===== config.mk =====
export PLATFORM = sky130hd
export DESIGN_NAME = seq_frame_scheduler
export DESIGN_NICKNAME = d
export VERILOG_FILES = /design/src/rtl/seq_pkg.sv /design/src/rtl/seq_hit_counter.sv /design/src/rtl/seq_frame_scheduler.sv
export SDC_FILE = /design/constraint.sdc
export NUM_CORES = 1
export LEC_CHECK = 0
export BUFFER_PORTS_ARGS = -buffer_cell sky130_fd_sc_hd__buf_2
export CORE_MARGIN = 2
export CORE_UTILIZATION = 54
export DETAILED_ROUTE_END_ITERATION = 6
export PLACE_DENSITY = 0.78
export REMOVE_ABC_BUFFERS = 1
export SYNTH_ARGS = -nofsm -noshare
export SYNTH_HDL_FRONTEND = slang
export SYNTH_SLANG_ARGS = --single-unit

===== constraint.sdc =====
create_clock -name clk -period 3.1 [get_ports clk]
set_input_delay 0.155 -clock clk [delete_from_list [all_inputs] [get_ports clk]]
set_output_delay 0.155 -clock clk [all_outputs]
set_load 0.02 [all_outputs]

===== src/rtl/seq_pkg.sv =====
// Shared definitions for the frame scheduler: FSM state encoding and the
// default datapath widths.
package seq_pkg;

   localparam int SEQ_DATA_W = 8;
   localparam int SEQ_LEN_W  = 8;
   localparam int SEQ_CNT_W  = 8;

   typedef enum logic [2:0] {
      ST_IDLE  = 3'd0,
      ST_CLR   = 3'd1,
      ST_LOAD  = 3'd2,
      ST_SHIFT = 3'd3,
      ST_DRAIN = 3'd4,
      ST_DONE  = 3'd5
   } state_t;

endpackage


===== src/rtl/seq_hit_counter.sv =====
// Saturating hit counter. The bit-enable is delayed by the detector latency
// so that only hits belonging to a serialised bit are counted.
module seq_hit_counter #(
   parameter int CNT_W   = 8,
   parameter int HIT_LAT = 1
) (
   input  logic             clk,
   input  logic             reset,
   input  logic             clr,
   input  logic             en,
   input  logic             hit,
   output logic [CNT_W-1:0] count
);

   logic [HIT_LAT-1:0] en_d;

   always_ff @(posedge clk or negedge reset) begin
      if (!reset) begin
         en_d  <= '0;
         count <= '0;
      end else begin
         en_d <= (en_d << 1) | HIT_LAT'(en);
         if (clr)
            count <= '0;
         else if (hit && en_d[HIT_LAT-1] && (count != '1))
            count <= count + CNT_W'(1);
      end
   end

endmodule


===== src/rtl/seq_frame_scheduler.sv =====
// Serialises a frame of bytes MSB-first into a sequence detector, clears the
// detector at frame start and reports the number of hits seen in the frame.
module seq_frame_scheduler
   import seq_pkg::*;
#(
   parameter int DATA_W  = SEQ_DATA_W,
   parameter int LEN_W   = SEQ_LEN_W,
   parameter int CNT_W   = SEQ_CNT_W,
   parameter int HIT_LAT = 1
) (
   input  logic              clk,
   input  logic              reset,
   input  logic              start,
   input  logic [LEN_W-1:0]  frame_len,
   input  logic              abort,
   input  logic              in_valid,
   input  logic [DATA_W-1:0] in_data,
   output logic              in_ready,
   output logic              det_bit,
   output logic              det_en,
   output logic              det_clr,
   input  logic              det_hit,
   output logic              busy,
   output logic              done,
   output logic [CNT_W-1:0]  hit_count,
   output logic [2:0]        state
);

   localparam int BIT_W = $clog2(DATA_W);
   localparam int DRN_W = (HIT_LAT > 1) ? $clog2(HIT_LAT) : 1;
   localparam logic [BIT_W-1:0] LAST_BIT   = BIT_W'(DATA_W - 1);
   localparam logic [DRN_W-1:0] LAST_DRAIN = DRN_W'(HIT_LAT - 1);

   state_t            st_q, st_d;
   logic [DATA_W-1:0] shreg;
   logic [LEN_W-1:0]  bytes_left;
   logic [BIT_W-1:0]  bit_cnt;
   logic [DRN_W-1:0]  drain_cnt;
   logic              abort_clr;
   logic              last_bit, more_bytes, abort_hit, accept, cnt_clr;

   assign last_bit   = (bit_cnt == LAST_BIT);
   assign more_bytes = (bytes_left != '0);
   assign abort_hit  = abort && (st_q != ST_IDLE);
   assign accept     = in_valid && in_ready;
   assign cnt_clr    = (st_q == ST_IDLE) && start;
   assign state      = st_q;

   always_ff @(posedge clk or negedge reset) begin
      if (!reset) st_q <= ST_IDLE;
      else        st_q <= st_d;
   end

   // Abort wins over every transition out of a busy state.
   always_comb begin
      st_d = st_q;
      if (abort_hit) begin
         st_d = ST_IDLE;
      end else begin
         case (st_q)
            ST_IDLE:  if (start) st_d = (frame_len == '0) ? ST_DONE : ST_CLR;
            ST_CLR:   st_d = ST_LOAD;
            ST_LOAD:  if (in_valid) st_d = ST_SHIFT;
            ST_SHIFT: if (last_bit) begin
                         if (!more_bytes)    st_d = ST_DRAIN;
                         else if (!in_valid) st_d = ST_LOAD;
                      end
            ST_DRAIN: if (drain_cnt == LAST_DRAIN) st_d = ST_DONE;
            ST_DONE:  st_d = ST_IDLE;
            default:  st_d = ST_IDLE;
         endcase
      end
   end

   always_comb begin
      in_ready = 1'b0;
      det_en   = 1'b0;
      det_bit  = 1'b0;
      det_clr  = abort_clr;
      busy     = (st_q != ST_IDLE);
      done     = 1'b0;
      case (st_q)
         ST_CLR:   det_clr  = 1'b1;
         ST_LOAD:  in_ready = !abort;
         ST_SHIFT: begin
            det_en   = 1'b1;
            det_bit  = shreg[DATA_W-1];
            in_ready = last_bit && more_bytes && !abort;
         end
         ST_DONE:  done = !abort;
         default:  ;
      endcase
   end

   // A reload on the last bit cycle keeps the serial stream gap-free.
   always_ff @(posedge clk or negedge reset) begin
      if (!reset) begin
         shreg      <= '0;
         bytes_left <= '0;
         bit_cnt    <= '0;
         drain_cnt  <= '0;
         abort_clr  <= 1'b0;
      end else begin
         abort_clr <= abort_hit;
         drain_cnt <= (st_q == ST_DRAIN) ? drain_cnt + DRN_W'(1) : '0;
         if ((st_q == ST_IDLE) && start && (frame_len != '0)) begin
            bytes_left <= frame_len;
         end else if (accept) begin
            shreg      <= in_data;
            bytes_left <= bytes_left - LEN_W'(1);
            bit_cnt    <= '0;
         end else if (st_q == ST_SHIFT) begin
            shreg   <= shreg << 1;
            bit_cnt <= bit_cnt + BIT_W'(1);
         end
      end
   end

   seq_hit_counter #(
      .CNT_W   (CNT_W),
      .HIT_LAT (HIT_LAT)
   ) u_hit_counter (
      .clk   (clk),
      .reset (reset),
      .clr   (cnt_clr),
      .en    (det_en),
      .hit   (det_hit),
      .count (hit_count)
   );

endmodule


; Word-level counts from Yosys, hierarchy flattened
; Index checks and enable logic that the tools add are counted.
[classes]
add_sub_neg = 4
reduce_logical = 19
muxes = 23
n_eq_ne = 12
bitwise_logic = 1
[ops]
columns = cell, n
row1 = $mux W8, 6
row2 = $mux W3, 10
row3 = $reduce_bool A8 Y1, 2
row4 = $pmux W3 S5, 1
row5 = $ne A3 B3 Y1 const B, 4
row6 = $eq A3 B3 Y1 const B, 3
row7 = $add A8 B1 Y8 const B, 1
row8 = $logic_and A1 B1 Y1, 8
row9 = $logic_not A8 Y1, 1
row10 = $ne A8 B8 Y1 const B, 1
row11 = $sub A8 B1 Y8 const B, 1
row12 = $eq A3 B2 Y1 const B, 2
row13 = $reduce_bool A2 Y1, 3
row14 = $mux W1, 5
row15 = $reduce_and A5 Y1, 1
row16 = $ne A4 B4 Y1 const B, 1
row17 = $add A3 B1 Y3 const B, 1
row18 = $eq A3 B1 Y1 const B, 1
row19 = $logic_not A3 Y1, 1
row20 = $reduce_bool A3 Y1, 1
row21 = $pmux W1 S2, 1
row22 = $reduce_and A2 Y1, 1
row23 = $add A1 B1 Y1 const B, 1
row24 = $logic_not A1 Y1, 1
row25 = $not A1 Y1, 1
[totals]
output_inout_bits = 17
input_bits = 22
elab_cells = 67
regBits = 33

; Depth between registers and ports, before layout
[depth]
word_depth = 7
depth_mapped = 9
mapped_depth_nobuf = 7

; By module
; Synthesis repeated with hierarchy kept, for this count alone.
[hier_totals]
cells_unflattened = 198
hier_area_um2 = 1923.1
[modules_own_cells]
columns = mod, instances, area_per_inst_um2, cells_each
row1 = seq_frame_scheduler, 1, 1483.9, 154
row2 = seq_hit_counter, 1, 439.2, 44

; Worst setup path before layout
; Ideal clock, no wire load.
[synth_path]
path_kind = register to register
start = reg bytes_left[0]
end = reg bytes_left[4]
setup_slack_ps = 816
t_arrival_ps = 2158
period_less_slack_ps = 2284
stages_incl_launch_ff = 9
path_buffers = 1
t_required_ps = 2974
path_cell_list = dfrtp_1 > inv_1 > ha_1 > or4b_4 > o21ai_2 > a21o_1 > buf_6 > mux2_1 > a221o_1
[synth_between]
elab_chain_cells = 6
[synth_lines]
columns = element, line
row1 = from (decl), seq_frame_scheduler.sv:36  ; logic [LEN_W-1:0] bytes_left;
row2 = from (signal assigned), seq_frame_scheduler.sv:107  ; bytes_left <= frame_len;
row3 = from (signal assigned), seq_frame_scheduler.sv:110  ; bytes_left <= bytes_left - LEN_W'(1);
row4 = "parallel branches: the longest is 6 deep, another holds $sub A8 B1 Y8", n/a
; Several ways; the timed one is not identified. The select of a mux whose other input is x is not followed.
; A chain may end at the register's enable or synchronous reset.

; Worst setup path in the final report
[layout_path]
start = reg bytes_left[0]
end = reg bytes_left[0]
; The elaborated chain is that of the path after synthesis.

==> flow_metrics.tcl <==
set metrics [dict create \
    status "completed" \
    die_w_um 63.2 \
    setup_viol 0 \
    hold_start "in_data[0]" \
    synth_edf_count 0 \
    slowest_delay_ps 520 \
    cts_tree "built" \
    ctsHtreeMaxLevel 2 \
    fin_setup_tns_ps 0 \
    tightest_slew_ps 723 \
    remaining_drc_errors 0 \
    grt_start_max_net_pins 34 \
    n_antenna_cell 0 \
    netlist_area_mm2 0.00189 \
    hold_viol_final 0 \
    grt_pass1_vias 1516 \
    whs_path_depth 3 \
    firstDrtPassIters 4 \
    post_cts_buffers 0 \
    die_h_um 63.2 \
    min_to "shreg[0]" \
    ctsRootBufferMaster "clkbuf_4" \
    fin_crit_ps 2290 \
    peakVddDrop_mv 0.456 \
    grt_usage_pct 21.3 \
    rsz0062_at_grt "false" \
    rr_worst_depth 8 \
    antenna_left 0 \
    routed_via_density 5.65 \
    layout-drive-gt1-share_pct 25.0 \
    min_period_over_period_pct 74.0 \
    fin_util_pct 65.9 \
    synth_warnings 0 \
    netlist_top_cells_area "dfrtp_1, nand2_1, nor2_1" \
    end_kind "flop" \
    vias 1683 \
    cap_violations 0 \
    ys_seq_elements 33 \
    rr_endpoint "bytes_left[0]" \
    overflow 0 \
    worstPathRequired_ps 3330 \
    postSynthAreaPerCell_um2 9.01 \
    worstPathCellList "inv_1 -> ha_1 -> or4b_4 -> o21ai_2 -> a21o_1 -> buf_4 -> nor2_1 -> a221o_1" \
    place_congestion 0.891 \
    crit_type "flop to flop" \
    io_pins 39 \
    fillerInstances 322 \
    arrival_ps 2520 \
    grt_pass1_wl_mm 6.67 \
    die-area_mm2 0.00400 \
    synth.top_cell.area_share_pct 43.6 \
    totalWireLength_mm 3.90 \
    reg2reg_slack_ps 810 \
    areaGrowthSynthToFinish_pct 17.1 \
    synthTopCellsByCount "dfrtp_1, nand2_1, nor2_1, a21oi_1" \
    worstSetupStartpointType "flop" \
    core_region_area_mm2 0.00336 \
    holdCritPathClass "input port to flop" \
    synthCells 210 \
    fmax_ghz 0.436 \
    power_density_mw_per_mm2 815 \
    yosys.area.top_type "dfrtp_1" \
    synthArstFlopShare_pct 100 \
    layout.cells.non_filler 298 \
    numCtsBuffers 5 \
    nNetsFinal 277 \
    synth_ff_type "dfrtp_1" \
    finClkSkew_ps 6.98 \
    clock-sinks 33 \
    dp_cells 289 \
    maxSlewViolCount 0 \
    dp_hpwl_mm 2.80 \
    clockBufferDepth 2 \
    drtIter0Drc 105 \
    leakage_nw 1.03 \
    synthDistinctLibCells 53 \
    io_buffers 38 \
    clkTransAtPathRegs_ps 90 \
    wire_per_inst_um 13.1 \
    clk_latency_ps 350 \
    critPathSlowestCell "or4b_4" \
    antenna_found_initial 0 \
    r2r_start "bytes_left[0]" \
    crit_path_max_fanout 25 \
    relSlewSlack_pct 51.8 \
    num_rows 21 \
    synth_seq_area_share_pct 43.6 \
    start_util_pct 56.3 \
]
## layer usage
metal / vias up / global-route usage (%) / part of all wire [%]
li1: 831 / - / -
met1: 804 / 26.6 / 46
met2: 42 / 35.2 / 47
met3: 6 / 3.93 / 5.1
met4: 0 / 11.1 / 1.6
met5: - / 0 / 0
## where the power goes
group          internal (mW)  switching [mW]  total (mW)  leakage [nW]
clock network          0.192           0.147       0.340        0.0455
logic                  0.317           0.409       0.726         0.564
registers              0.585           0.156       0.740         0.419
## kinds of logic (layout without fill, tap and decap cells)
logic type,Yosys count,count (layout),synth area share (%)
XOR/XNOR,5,5,2.31
buffers and inverters,17,59,4.23
AND/OR/NAND/NOR,103,103,27.1
adder cells (fa/ha/maj),4,4,2.64
AO/OA/AOI/OAI,46,46,19.0
multiplexers,2,2,1.12
flip-flops,33,33,43.6
## repair_timing
action / 4_1_cts / 5_1_grt
gates resized for setup: 0 / 0
hold buffers: 1 / 0
endpoints found under the hold margin: 33 / 0
## placed cells by master, fill, tap and decap left out, types with 2 or more instances in the layout
cell | Yosys | routed
o21ai_2 | 2 | 2
nor3_1 | 7 | 7
a31oi_1 | 7 | 7
and2_1 | 2 | 2
a21oi_1 | 10 | 10
o22ai_1 | 2 | 2
nand3b_1 | 3 | 3
ha_1 | 4 | 4
dfrtp_1 | 33 | 33
a221o_1 | 2 | 2
buf_2 | 1 | 38
nor2_1 | 27 | 27
xnor2_1 | 4 | 4
buf_4 | 0 | 4
nand3_1 | 7 | 7
clkbuf_4 | 0 | 5
inv_1 | 7 | 7
or3_1 | 4 | 4
or4_1 | 3 | 3
or2_1 | 3 | 3
nand2_1 | 33 | 33
o21ai_1 | 4 | 4
nor3b_1 | 4 | 4
o31ai_1 | 3 | 3
nor2b_1 | 2 | 2
## final cells by class
type | instances | area (um2) | area share [%]
Multi-Input combinational cell | 160 | 987 | 44.6
Timing Repair Buffer | 43 | 230 | 10.4
Clock buffer | 7 | 55.1 | 2.48
Inverter | 8 | 30.0 | 1.36
Sequential cell | 33 | 826 | 37.3
Clock inverter | 1 | 30.0 | 1.36
Tap cell | 46 | 57.6 | 2.60
## how the worst max path moves through the flow
| stage | from | endpoint | slack, ps | cells after the start |
|---|---|---|---|---|
| 6_report | bytes_left[0] | bytes_left[0] | 810 | 8 |
| 5_1_grt | bytes_left[0] | bytes_left[0] | 660 | 8 |
| 4_1_cts | bytes_left[0] | bytes_left[4] | 800 | 7 |
| 3_5_place_dp | bytes_left[0] | bytes_left[4] | 800 | 7 |
| 3_3_place_gp | bytes_left[0] | bytes_left[4] | 870 | 7 |
| 2_1_floorplan | bytes_left[0] | bytes_left[4] | 500 | 7 |
## critical path: cells and delay by family (launching register included)
kind	cells	cell delay (ps)
simple gates	2	580
fa+ha+maj	1	200
buf+inv	2	330
compound gates	3	640
flops	1	430
## flip-flops by register name, summed over array words and instances, names as in the netlist
name / cells
drain_cnt: 1
abort_clr: 1
bit_cnt: 3
bytes_left: 8
shreg: 8
state: 3
u_hit_counter.en_d: 1
u_hit_counter.count: 8
## stage by stage
stage	setup WS (ps)	area, um2	hold WS [ps]	total power [mW]
floorplan	503	1840	-141	1.25
global placement	866	2120	263	1.45
detailed placement	799	2120	262	1.48
CTS	796	2220	4.42	1.82
global route	659	2220	33.9	1.95
finish	807	2220	6.72	1.81
Note: power is estimated with default switching activity, not from simulation.
